===== src/rtl/sar_adc_sequencer_if.sv =====
// Result stream from the SAR sequencer: one slice conversion per beat, valid/ready handshake.
// Master holds out_* stable while out_valid=1 and out_ready=0.
interface sar_adc_sequencer_if #(
    parameter int ADC_BITS   = 8,
    parameter int NUM_SLICES = 4
);
    localparam int SEL_W = $clog2(NUM_SLICES);

    logic                out_valid;
    logic                out_ready;
    logic [ADC_BITS-1:0] out_data;
    logic [SEL_W-1:0]    out_slice;
    logic                out_timeout;

    modport master (
        output out_valid,
        output out_data,
        output out_slice,
        output out_timeout,
        input  out_ready
    );

    modport slave (
        input  out_valid,
        input  out_data,
        input  out_slice,
        input  out_timeout,
        output out_ready
    );
endinterface


===== src/rtl/sar_adc_sequencer.sv =====
// Round-robin sequencer for a bank of SAR slices: sample, convert (with timeout), capture, stream out.
// Latency SAMPLE_CYCLES + conversion + 2-flop sync + 1 capture cycle; backpressure stalls in CAPTURE, nothing dropped.
module sar_adc_sequencer #(
    parameter int ADC_BITS       = 8,
    parameter int NUM_SLICES     = 4,
    parameter int SAMPLE_CYCLES  = 2,
    parameter int TIMEOUT_CYCLES = 32
) (
    input  logic                           clk,
    input  logic                           rst,
    input  logic                           en,
    input  logic [NUM_SLICES-1:0]          slice_mask,
    input  logic [NUM_SLICES-1:0]          slice_compl,
    input  logic [NUM_SLICES*ADC_BITS-1:0] slice_data,
    output logic [NUM_SLICES-1:0]          slice_rst_n,
    output logic [7:0]                     err_cnt,
    output logic                           busy,
    sar_adc_sequencer_if.master            out_if
);
    localparam int SEL_W   = $clog2(NUM_SLICES);
    localparam int CNT_MAX = (TIMEOUT_CYCLES > SAMPLE_CYCLES) ? TIMEOUT_CYCLES : SAMPLE_CYCLES;
    localparam int CNT_W   = $clog2(CNT_MAX + 1);

    typedef enum logic [1:0] {IDLE, SAMPLE, CONVERT, CAPTURE} state_t;

    state_t              state_q, state_d;
    logic [SEL_W-1:0]    sel_q, sel_d;
    logic [SEL_W-1:0]    ptr_q, ptr_d;
    logic [CNT_W-1:0]    cnt_q, cnt_d;
    logic                flag_q, flag_d;
    logic [7:0]          err_q, err_d;
    logic [NUM_SLICES-1:0] compl_s1_q, compl_s2_q;
    logic                out_valid_q, out_valid_d;
    logic [ADC_BITS-1:0] out_data_q, out_data_d;
    logic [SEL_W-1:0]    out_slice_q, out_slice_d;
    logic                out_timeout_q, out_timeout_d;

    logic [SEL_W-1:0]    nxt_ptr;
    logic [ADC_BITS-1:0] cur_data;

    // First set mask bit at or after start, wrapping; caller guarantees mask != 0.
    function automatic logic [SEL_W-1:0] first_set(input logic [NUM_SLICES-1:0] m,
                                                   input logic [SEL_W-1:0]      start);
        logic [SEL_W-1:0] r;
        logic             found;
        int               idx;
        r     = '0;
        found = 1'b0;
        for (int i = 0; i < NUM_SLICES; i++) begin
            idx = (int'(start) + i) % NUM_SLICES;
            if (!found && m[idx[SEL_W-1:0]]) begin
                r     = idx[SEL_W-1:0];
                found = 1'b1;
            end
        end
        return r;
    endfunction

    assign cur_data = slice_data[int'(sel_q)*ADC_BITS +: ADC_BITS];
    assign nxt_ptr  = (int'(sel_q) == NUM_SLICES - 1) ? '0 : sel_q + SEL_W'(1);

    always_comb begin
        state_d       = state_q;
        sel_d         = sel_q;
        ptr_d         = ptr_q;
        cnt_d         = cnt_q;
        flag_d        = flag_q;
        err_d         = err_q;
        out_valid_d   = out_valid_q & ~out_if.out_ready;
        out_data_d    = out_data_q;
        out_slice_d   = out_slice_q;
        out_timeout_d = out_timeout_q;
        case (state_q)
            IDLE: begin
                if (en && (slice_mask != '0)) begin
                    sel_d   = first_set(slice_mask, ptr_q);
                    cnt_d   = '0;
                    state_d = SAMPLE;
                end
            end
            SAMPLE: begin
                if (cnt_q == CNT_W'(SAMPLE_CYCLES - 1)) begin
                    cnt_d   = '0;
                    state_d = CONVERT;
                end else begin
                    cnt_d = cnt_q + CNT_W'(1);
                end
            end
            CONVERT: begin
                // A completion seen on the final timer cycle still counts as a good conversion.
                if (compl_s2_q[sel_q]) begin
                    flag_d  = 1'b0;
                    state_d = CAPTURE;
                end else if (cnt_q == CNT_W'(TIMEOUT_CYCLES - 1)) begin
                    flag_d  = 1'b1;
                    state_d = CAPTURE;
                    if (err_q != 8'hFF) begin
                        err_d = err_q + 8'd1;
                    end
                end else begin
                    cnt_d = cnt_q + CNT_W'(1);
                end
            end
            CAPTURE: begin
                if (!out_valid_q || out_if.out_ready) begin
                    out_valid_d   = 1'b1;
                    out_data_d    = cur_data;
                    out_slice_d   = sel_q;
                    out_timeout_d = flag_q;
                    ptr_d         = nxt_ptr;
                    cnt_d         = '0;
                    if (en && (slice_mask != '0)) begin
                        sel_d   = first_set(slice_mask, nxt_ptr);
                        state_d = SAMPLE;
                    end else begin
                        state_d = IDLE;
                    end
                end
            end
            default: state_d = IDLE;
        endcase
    end

    always_ff @(posedge clk or posedge rst) begin
        if (rst) begin
            state_q       <= IDLE;
            sel_q         <= '0;
            ptr_q         <= '0;
            cnt_q         <= '0;
            flag_q        <= 1'b0;
            err_q         <= 8'd0;
            compl_s1_q    <= '0;
            compl_s2_q    <= '0;
            out_valid_q   <= 1'b0;
            out_data_q    <= '0;
            out_slice_q   <= '0;
            out_timeout_q <= 1'b0;
        end else begin
            state_q       <= state_d;
            sel_q         <= sel_d;
            ptr_q         <= ptr_d;
            cnt_q         <= cnt_d;
            flag_q        <= flag_d;
            err_q         <= err_d;
            compl_s1_q    <= slice_compl;
            compl_s2_q    <= compl_s1_q;
            out_valid_q   <= out_valid_d;
            out_data_q    <= out_data_d;
            out_slice_q   <= out_slice_d;
            out_timeout_q <= out_timeout_d;
        end
    end

    // Selected slice is released only while converting or holding its result.
    always_comb begin
        slice_rst_n = '0;
        if (state_q == CONVERT || state_q == CAPTURE) begin
            slice_rst_n[sel_q] = 1'b1;
        end
    end

    assign busy               = (state_q != IDLE);
    assign err_cnt            = err_q;
    assign out_if.out_valid   = out_valid_q;
    assign out_if.out_data    = out_data_q;
    assign out_if.out_slice   = out_slice_q;
    assign out_if.out_timeout = out_timeout_q;
endmodule


===== src/flat_wrapper.sv =====
// flat-port wrapper written by rule: the top's interface ports become plain ports
module sar_adc_sequencer_flat 
#(
    parameter int ADC_BITS       = 8,
    parameter int NUM_SLICES     = 4,
    parameter int SAMPLE_CYCLES  = 2,
    parameter int TIMEOUT_CYCLES = 32
)
  (clk, rst, en, slice_mask, slice_compl, slice_data, slice_rst_n, err_cnt, busy, out_if_out_valid, out_if_out_data, out_if_out_slice, out_if_out_timeout, out_if_out_ready);
  sar_adc_sequencer_if #(.ADC_BITS(ADC_BITS), .NUM_SLICES(NUM_SLICES)) out_if_i ();
  input  logic clk;
  input  logic rst;
  input  logic en;
  input  logic [NUM_SLICES-1:0] slice_mask;
  input  logic [NUM_SLICES-1:0] slice_compl;
  input  logic [NUM_SLICES*ADC_BITS-1:0] slice_data;
  output logic [NUM_SLICES-1:0] slice_rst_n;
  output logic [7:0] err_cnt;
  output logic busy;
  output wire logic [$bits(out_if_i.out_valid)-1:0] out_if_out_valid;
  output wire logic [$bits(out_if_i.out_data)-1:0] out_if_out_data;
  output wire logic [$bits(out_if_i.out_slice)-1:0] out_if_out_slice;
  output wire logic [$bits(out_if_i.out_timeout)-1:0] out_if_out_timeout;
  input wire logic [$bits(out_if_i.out_ready)-1:0] out_if_out_ready;
  assign out_if_out_valid = out_if_i.out_valid;
  assign out_if_out_data = out_if_i.out_data;
  assign out_if_out_slice = out_if_i.out_slice;
  assign out_if_out_timeout = out_if_i.out_timeout;
  assign out_if_i.out_ready = out_if_out_ready;
  sar_adc_sequencer #(.ADC_BITS(ADC_BITS), .NUM_SLICES(NUM_SLICES), .SAMPLE_CYCLES(SAMPLE_CYCLES), .TIMEOUT_CYCLES(TIMEOUT_CYCLES)) u_core (.clk(clk), .rst(rst), .en(en), .slice_mask(slice_mask), .slice_compl(slice_compl), .slice_data(slice_data), .slice_rst_n(slice_rst_n), .err_cnt(err_cnt), .busy(busy), .out_if(out_if_i));
endmodule

===== config.mk =====
export PLATFORM = sky130hd
export DESIGN_NAME = sar_adc_sequencer_flat
export DESIGN_NICKNAME = d
export VERILOG_FILES = /design/src/rtl/sar_adc_sequencer_if.sv /design/src/rtl/sar_adc_sequencer.sv /design/src/flat_wrapper.sv
export SDC_FILE = /design/constraint.sdc
export NUM_CORES = 1
export LEC_CHECK = 0
export CORE_ASPECT_RATIO = 0.75
export CORE_MARGIN = 2
export CORE_UTILIZATION = 43
export CTS_CLUSTER_DIAMETER = 40
export DETAILED_ROUTE_END_ITERATION = 8
export PLACE_DENSITY = 0.86
export SLEW_MARGIN = 20
export SYNTH_ARGS = -nofsm -noshare
export SYNTH_HDL_FRONTEND = slang
export SYNTH_SLANG_ARGS = --single-unit
export TNS_END_PERCENT = 10

===== constraint.sdc =====
create_clock -name clk -period 2.28 [get_ports clk]
set_clock_uncertainty 0.2 [all_clocks]
set_input_delay 0.456 -clock clk [delete_from_list [all_inputs] [get_ports clk]]
set_output_delay 0.456 -clock clk [all_outputs]
set_load 0.005 [all_outputs]

# == Yosys cells after proc, flatten, opt, wreduce, memory -nomap -nowiden ==
# Index checks and enable logic that the tools add are counted.
# word_totals
ff_bits,41
in_bits,44
out_inout_bits,25
wordCells,149
# classes
add_sub_neg,9
magnitude_cmp,10
eq_ne,14
shifts,1
muxes,72
n_bitwise,3
reduce_logical,28
# ops
op,n
$mux 1,36
$mux 2,17
$shiftx 32x6->8,1
$mux 6,5
$lt 2x3->1 const B,9
$pmux 6 s4,1
$bmux 1 s2,9
$reduce_and 4->1,4
$add 2x2->2 const B,4
$add 8x1->8 const B,1
$logic_and 1x1->1,8
$ne 2x1->1 const B,4
$ne 8x8->1 const B,1
$pmux 2 s4,1
$logic_not 1->1,7
$add 2x1->2 const B,3
$add 6x1->6 const B,1
$eq 6x1->1 const B,1
$eq 6x5->1 const B,1
$reduce_bool 2->1,3
$eq 2x1->1 const B,2
$eq 2x2->1 const B,2
$mux 4,1
$ne 2x2->1 const B,2
other kinds (10),13

# == Depth between registers and ports, before layout ==
# Gate-level depths: netlist (run 1).
# logic_depth
word_depth,26
ltp_mapped,8
depth_no_buf,6

# == Worst setup path before layout (run 1) ==
# OpenSTA, ideal clock, no wires.
# synth_timing
path_kind,reg-to-reg
start,register u_core.sel_q[0]
end,register u_core.sel_q[0]
setup_ps,130
t_arrival_ps,2049
t_required_ps,1950
setup_slack_ps,-99
path_stages_with_launch,8
n_path_buf,2
period_less_slack_ps,2379
cell_sequence,dfrtp_1 -> buf_6 -> clkbuf_1 -> inv_1 -> ha_1 -> maj3_1 -> a211oi_1 -> a211oi_1
# synth_via
elab_chain_cells,26
word_cells_on_any_way,39
# synth_lines
element,line_no,text
from (decl),sar_adc_sequencer.sv:27,"logic [SEL_W-1:0] sel_q, sel_d;"
from (signal assigned),sar_adc_sequencer.sv:140,sel_q <= sel_d;
$add 2x1->2 or $eq 2x1->1 (tied branches),sar_adc_sequencer.sv:60,assign nxt_ptr = (int'(sel_q) == NUM_SLICES - 1) ? '0 : sel_q + SEL_W'(1);
$mux 2 *,sar_adc_sequencer.sv:60,
net u_core.nxt_ptr[1],sar_adc_sequencer.sv:38,logic [SEL_W-1:0] nxt_ptr;
$bmux 1 s2,sar_adc_sequencer.sv:51,if (!found && m[idx[SEL_W-1:0]]) begin
$mux 1 (implied by the code),sar_adc_sequencer.sv:51,
$mux 1,sar_adc_sequencer.sv:51,
$mux 1,sar_adc_sequencer.sv:112,if (en && (slice_mask != '0)) begin
$mux 1,sar_adc_sequencer.sv:105,if (!out_valid_q || out_if.out_ready) begin
[... 11 more ...],-,
$mux 1,sar_adc_sequencer.sv:105,
$mux 1,sar_adc_sequencer.sv:73,case (state_q)
$logic_not 1->1,sar_adc_sequencer.sv:51,
$logic_and 1x1->1,sar_adc_sequencer.sv:51,
$mux 2 *,sar_adc_sequencer.sv:51,
$mux 2 *,sar_adc_sequencer.sv:112,
$mux 2 *,sar_adc_sequencer.sv:105,
$pmux 2 s2 *,sar_adc_sequencer.sv:73,
# Mark *: on every way through the listed nets, which the timed path passes. The rest lies on a longest branch. The select of a mux whose other input is x is not followed.
# A chain may end at the register's enable or synchronous reset.

# == Worst setup path in the final report (run 1) ==
# layout_timing
start,register u_core.state_q[1]
end,output port busy
# layout_via
elab_chain_cells,1
# layout_lines
element,line_no,text
from (decl),sar_adc_sequencer.sv:26,"state_t state_q, state_d;"
from (signal assigned),sar_adc_sequencer.sv:139,state_q <= state_d;
$reduce_bool 2->1,sar_adc_sequencer.sv:162,assign busy = (state_q != IDLE);
to (decl),flat_wrapper.sv:19,output logic busy;
# No other way between the ends.

==> results of run 1 <==
==> cell type report <==
type | count | share of cell area [%]
flip-flops and latches | 41 | 29.8
multi-input cells | 153 | 38.9
clock buffers | 5 | 1.99
inverters | 10 | 1.09
clock inverters | 3 | 0.507
repair buffers | 91 | 25.0
well taps | 75 | 2.71
==> flip-flops by register name, indices dropped and copies added, names as in the netlist <==
name	count
u_core.cnt_q	6
u_core.compl_s1_q	4
u_core.compl_s2_q	4
u_core.err_cnt	8
u_core.flag_q	1
u_core.out_if.out_data	8
u_core.out_if.out_slice	2
u_core.out_if.out_timeout	1
u_core.out_if.out_valid	1
u_core.ptr_q	2
u_core.sel_q	2
u_core.state_q	2
==> cells by family after synthesis <==
family                   synth area share (%)
AO/OA/AOI/OAI                            13.0
XOR/XNOR                                 2.54
adder cells (fa/ha/maj)                  6.63
buffers and inverters                    3.31
flip-flops                               42.4
multiplexers                             15.8
AND/OR/NAND/NOR                          16.3
==> repair_timing <==
action,4_1_cts,5_1_grt
pin swaps,0,1
buffers inserted,2,0
resized for setup,15,2
hold endpoints to repair,0,0
setup endpoints to repair,5,6
==> critical path, stage by stage, from the launching register on <==
cell,delay [ns]
dfrtp_2,0.44
inv_2,0.08
ha_4,0.18
inv_1,0.08
clkdlybuf4s50_1,0.50
==> layer usage <==
| metal | wire length [um] | part of all wire (%) |
|---|---|---|
| met2 | 2610 | 44 |
| met5 | 0 | 0 |
| met3 | 455 | 7.7 |
| met4 | 97 | 1.6 |
| met1 | 2750 | 47 |
==> stage by stage <==
step	setup WS (ns)	setup TNS, ns	std cells	total power (uW)	util, %
global placement	-0.128	-0.235	368	2740	61.7
global route	0.00543	0	378	3560	64.2
CTS	0.00940	0	378	3340	64.1
floorplan	0.00505	0	213	2040	-
finish	0.0662	0	378	3350	64.2
detailed placement	-0.159	-0.378	368	2790	61.7
==> cells in the final DEF (no fill, tap or decap), types with 4 or more instances in the layout <==
cell	instances
clkdlybuf4s50_1	64
dfrtp_1	39
buf_4	21
mux2_2	14
nor2b_1	11
nand2_1	10
o21ai_0	9
ha_1	9
nand2b_1	8
inv_1	7
nor2_1	7
nand3_1	6
mux4_2	6
xnor2_1	6
clkbuf_8	5
nand3b_1	4
a31oi_1	4
o2bb2ai_1	4
a211oi_1	4
dlygate4sd2_1	4
==> power groups by stage <==
| stage | combinational [uW] | sequential [uW] | clock [uW] |
|---|---|---|---|
| after floorplan | 1010 | 1030 | 0 |
| after global placement | 1700 | 1040 | 0 |
| after detailed placement | 1740 | 1050 | 0 |
| after CTS | 1820 | 1040 | 479 |
| after global routing | 1990 | 1070 | 502 |
| final | 1850 | 1040 | 458 |
==> worst max path at each step <==
stage,slack (ns),endpoint,cells past startpoint,start
after floorplan,0.005,u_core.err_cnt[1],4,u_core.sel_q[1]
after global placement,-0.13,u_core.state_q[1],7,slice_mask[2]
after detailed placement,-0.16,u_core.sel_q[1],6,slice_mask[0]
after CTS,0.009,u_core.err_cnt[4],6,u_core.sel_q[0]
after global routing,0.005,busy,4,u_core.state_q[0]
final,0.07,busy,4,u_core.state_q[1]
==> summary.md, run 1 <==
| Metric | Value |
|---|---|
| Core area | 5380 um^2 |
| Placed Area | 3320 um^2 |
| Post-synth EDFFs | 0 |
| Worst-Skew Late Latency | 0.29 ns |
| Die span in x | 90.6 um |
| CTS tree | built |
| Combinational power share | 55.2% |
| Slew @ Worst Pin | 0.516 ns |
| Mapped Area | 2420 um^2 |
| Worst Hold Slack | 0.151 ns |
| Net total in the final layout | 358 |
| Top cell type's share of synthesized area | 42.4% |
| Setup crit end kind | output port |
| R2R depth | 5 |
| Worst Hold Endpoint | u_core.compl_s2_q[3] |
| I/O Buffers | 68 |
| Worst-path maximum fanout | 5 |
| Most common cell in the netlist | dfrtp_1 |
| Root Driver | clkbuf_8 |
| DR WL/cell | 15.6 um |
| RD Place Congestion | 0.860 |
| Async SR Flop Fraction | 100% |
| Sequential Area | 1030 um^2 |
| HPWL Detailed | 4440 um |
| Main synth FF type | dfrtp_1 |
| Routing usage on met1 | 25.7% |
| Net load switching power | 1180 uW |
| Outcome | complete, no violations |
| Vias in the first global route | 1964 |
| Sw Ratio | 35.1% |
| Relative slew slack | 65.6% |
| Max cap viols | 0 |
| Cell variety after synth | 53 |
| TritonCTS Sinks | 41 |
| Syn_nets | 269 |
| Internal power | 2180 uW |
| RSZ-0062 raised after global routing | false |
| Area Overhead vs Synth | 43.0% |
| Vias per cell | 5.43 |
| Fillers | 434 |
| Hold Fails Final Rpt | 0 |
| Initial antenna violation count | 0 |
| Clk pwr share | 13.7% |
| FF-to-FF setup slack | 0.14 ns |
| Clock Path Buffers | 2 |
| Sequential group share of total power | 31.2% |
| Grt met3 use | 4.78% |
| Top Usage Layer GRT | met2 |
| Die area | 6240 um^2 |
| Share of cells above drive strength 1 | 21.5% |
| Ant diodes | 0 |
| Aggregate routed wire length | 5900 um |
| Post-Syn Area per Cell | 11.3 um^2 |
| Synth area leaders | dfrtp_1 42%, mux2_2 6.5%, ha_1 6.2% |
| Dominant cell type by area after synthesis | dfrtp_1 |
| Arr. time, crit path | 1.56 ns |
| Synth top cells by count | 41 x dfrtp_1, 14 x mux2_2, 12 x ha_1 |
| DR iter-0 viols | 97 |
| Slew Limit Fails | 0 |
| Period utilization | 97.1% |
| Tot GR Track Use | 19.5% |
| Hold Crit Depth | 0 |
| Critical R2R Launch | u_core.sel_q[0] |
| Clock Pin Slew Worst Setup and Hold Paths | 0.07 ns |
| Mapped Cells | 213 |
| Final instance area | 3460 um^2 |
| Sequential fraction of the synthesis area | 42.4% |
| Io pins | 69 |
| Std-Cell Rows | 23 |
| Critical path required time | 1.62 ns |
| Crit Path Class | flop to output port |
| H-tree level count | 2 |
| Leakage | 0.00146 uW |
| Hold/Removal Path Class | flop to flop |
| # setup viols final | 0 |
| DRC violations left | 0 |
| Startpoint type of the worst setup path | flop |
| Synth Register Bits | 41 |
| Synth warn | 0 |
| Starting Density | 44.9% |
| Multi-input gate area | 1350 um^2 |
| Hold buffer count at cts | 0 |
| Fmax | 0.452 GHz |
| DR vias | 2054 |
| Power per standard cell area | 970 nW/um^2 |
| Largest net degree at the start of global routing | 42 |
| Post-route ant nets | 0 |
| Worst vdd ir | 0.000650 V |
| Reg-to-Reg End | u_core.state_q[1] |
| Final min period | 2.21 ns |
| M2 GR Usage | 32.1% |
| GRT overflow | 0 |
| Die span in y | 68.9 um |
| First-pass GRT wire length | 9480 um |
| Number of buffers created by CTS | 5 |
| Min-delay src | u_core.compl_s1_q[3] |
| 1st-pass router iterations | 4 |
Power figures use the tool's default switching activity.
==> run 2, diff against run 1 <==
--- a/config.mk
+++ b/config.mk
@@ -5,6 +5,7 @@
 export SDC_FILE = /design/constraint.sdc
 export NUM_CORES = 1
 export LEC_CHECK = 0
+export ABC_CLOCK_PERIOD_IN_PS = 2280
 export CORE_ASPECT_RATIO = 0.75
 export CORE_MARGIN = 2
 export CORE_UTILIZATION = 43
==> constraint.sdc (replaced) <==
create_clock -name clk -period 2.28 [get_ports clk]
set_clock_uncertainty 0.2 [all_clocks]
set_input_delay 0.456 -clock clk [delete_from_list [all_inputs] [get_ports clk]]
set_output_delay 0.456 -clock clk [all_outputs]
set_load 0.05 [all_outputs]
==> summary.md, run 2 (synthesized netlist as in run 1, its figures left out) <==
| Metric | Value |
|---|---|
| Outcome | complete, no violations |
| Final min period | 2.21 ns (-0.00460 ns) |
| Clk pwr share | 13.1% (-0.6 points) |
| Worst vdd ir | 0.000722 V (+11%) |
| Fmax | 0.453 GHz (+0.21%) |
| Internal power | 2210 uW (+1.5%) |
| Worst path bufs/invs | 1 (-2) |
| Worst-Skew Late Latency | 0.30 ns (about the same) |
| DR iter-0 viols | 118 (+22%) |
| Max cap viols | 0 (unchanged) |
| Clock Path Buffers | 2 (unchanged) |
| Number of buffers created by CTS | 5 (unchanged) |
| Sw Ratio | 42.5% (+7.3 points) |
| Initial antenna violation count | 0 (unchanged) |
| R2R depth | 7 (+2) |
| Power per standard cell area | 1110 nW/um^2 (+15%) |
| DRC violations left | 0 (unchanged) |
| Area Overhead vs Synth | 43.0% (about the same) |
| Leakage | 0.00149 uW (+2.3%) |
| Aggregate routed wire length | 5920 um (+0.22%) |
| Worst Hold Slack | 0.154 ns (+0.00364 ns) |
| Setup_tns | 0 ns (unchanged) |
| Setup crit end kind | output port |
| Critical path required time | 1.62 ns (about the same) |
| Max stage delay cell, worst path | clkdlybuf4s50_1 |
| Net load switching power | 1630 uW (+38%) |
| Most frequent cells in the layout | 61 x clkdlybuf4s50_1, 40 x dfrtp_1, 18 x buf_4, 14 x mux2_2 |
| Die span in x | 90.6 um (unchanged) |
| Slew @ Worst Pin | 0.529 ns (+0.0127 ns) |
| Vias per cell | 5.43 (about the same) |
| Cell depth of the worst setup path | 1 (-3) |
| Tot GR Track Use | 19.6% (+0.094 points) |
| Arr. time, crit path | 1.55 ns (about the same) |
| Net total in the final layout | 353 (-1.4%) |
| I/O Buffers | 68 (unchanged) |
| Fillers | 440 (+1.4%) |
| Critical path's largest stage delay | 0.83 ns (+0.33 ns) |
| Period utilization | 96.9% (-0.20 points) |
| Critical-path cell list | clkdlybuf4s50_1 |
| CP top delay family | buffers and inverters |
| Relative slew slack | 64.6% (-0.96 points) |
| # setup viols final | 0 (unchanged) |
| Hold/Removal Path Class | flop to flop |
| Starting Density | 44.9% (unchanged) |
| HPWL Detailed | 4530 um (+2.1%) |
| Hold buffer count at cts | 0 (unchanged) |
| Ant diodes | 0 (unchanged) |
| Root Driver | clkbuf_8 |
| Die span in y | 68.9 um (unchanged) |
| First-pass GRT wire length | 9320 um (-1.7%) |
| Most common cell after layout, fill and taps aside | clkdlybuf4s50_1 |
| Worst-path maximum fanout | 5 (unchanged) |
| Clock Pin Slew Worst Setup and Hold Paths | 0.08 ns (about the same) |
| TritonCTS Sinks | 41 (unchanged) |
| DR vias | 2026 (-1.4%) |
| Slew Limit Fails | 0 (unchanged) |
| RD Place Congestion | 0.848 (-1.4%) |
| Hold Crit Depth | 0 (unchanged) |
| GRT overflow | 0 (unchanged) |
| Crit Path Class | flop to output port |
| Post-route ant nets | 0 (unchanged) |
| Combinational power share | 59.5% (+4.3 points) |
| Sequential group share of total power | 27.3% (-3.9 points) |
| Io pins | 69 (unchanged) |
| Hold Fails Final Rpt | 0 (unchanged) |
| Die area | 6240 um^2 (unchanged) |
| Core area | 5380 um^2 (unchanged) |
| Std-Cell Rows | 23 (unchanged) |
| Multi-input gate area | 1330 um^2 (-1.2%) |
| 1st-pass router iterations | 4 (unchanged) |
| DR WL/cell | 15.9 um (+1.6%) |
| CTS tree | built |
| Largest net degree at the start of global routing | 37 (-12%) |
| Startpoint type of the worst setup path | flop |
| Sequential Area | 1030 um^2 (-0.12%) |
| H-tree level count | 2 (unchanged) |
| Share of cells above drive strength 1 | 21.1% (-0.31 points) |
| Vias in the first global route | 1917 (-2.4%) |
## run 2: what timing repair did
item,4_1_cts,5_1_grt
setup endpoints to repair,2,18
setup buffers,0,1
pin swaps,0,1
gates resized for setup,2,6
## run 2: final cells by class
| cell class | instances | share of cell area, % |
|---|---|---|
| Sequential cell | 41 | 29.7 |
| Timing Repair Buffer | 86 | 25.2 |
| Clock inverter | 2 | 0.398 |
| Tap cell | 75 | 2.72 |
| Inverter | 10 | 1.09 |
| Multi-Input combinational cell | 153 | 38.5 |
| Clock buffer | 6 | 2.39 |
## run 2: power by group through the flow
stage,Clock [uW],Sequential [uW],Combinational (uW)
floorplan,0,1360,1140
global placement,0,1050,2200
detailed placement,0,1060,2250
CTS,523,1040,2270
global route,563,1080,2440
finish,505,1050,2290
## run 2: metrics by stage
| step | setup slack (ns) | area, um^2 | power (uW) | util, % | instances |
|---|---|---|---|---|---|
| floorplan | -0.124 | 2420 | 2500 | - | 213 |
| global placement | -0.0237 | 3330 | 3250 | 61.9 | 364 |
| detailed placement | -0.0361 | 3330 | 3300 | 61.9 | 364 |
| CTS | 0.00633 | 3430 | 3830 | 63.8 | 372 |
| global route | -0.0132 | 3460 | 4080 | 64.2 | 373 |
| finish | 0.0708 | 3460 | 3840 | 64.2 | 373 |
## run 2: routing by layer
layer  vias up  GRT usage [%]  part of all wire [%]
li1        957              -                     -
met1       965           24.8                    44
met2        96           31.9                    45
met3         8           8.26                    10
met4         0           4.23                  0.74
met5         -              0                     0
## run 2: path summary, 6_finish.rpt
check | start | end | slack (ns)
worst max-delay path | u_core.err_cnt[4] | err_cnt[4] | 0.07
worst min-delay path | u_core.compl_s1_q[1] | u_core.compl_s2_q[1] | 0.15
worst max register to register | u_core.state_q[0] | u_core.cnt_q[0] | 0.11
worst min register to register | u_core.compl_s1_q[1] | u_core.compl_s2_q[1] | 0.15
max in group asynchronous | rst | u_core.sel_q[0] | 1.22
min in group asynchronous | rst | u_core.err_cnt[6] | 0.19
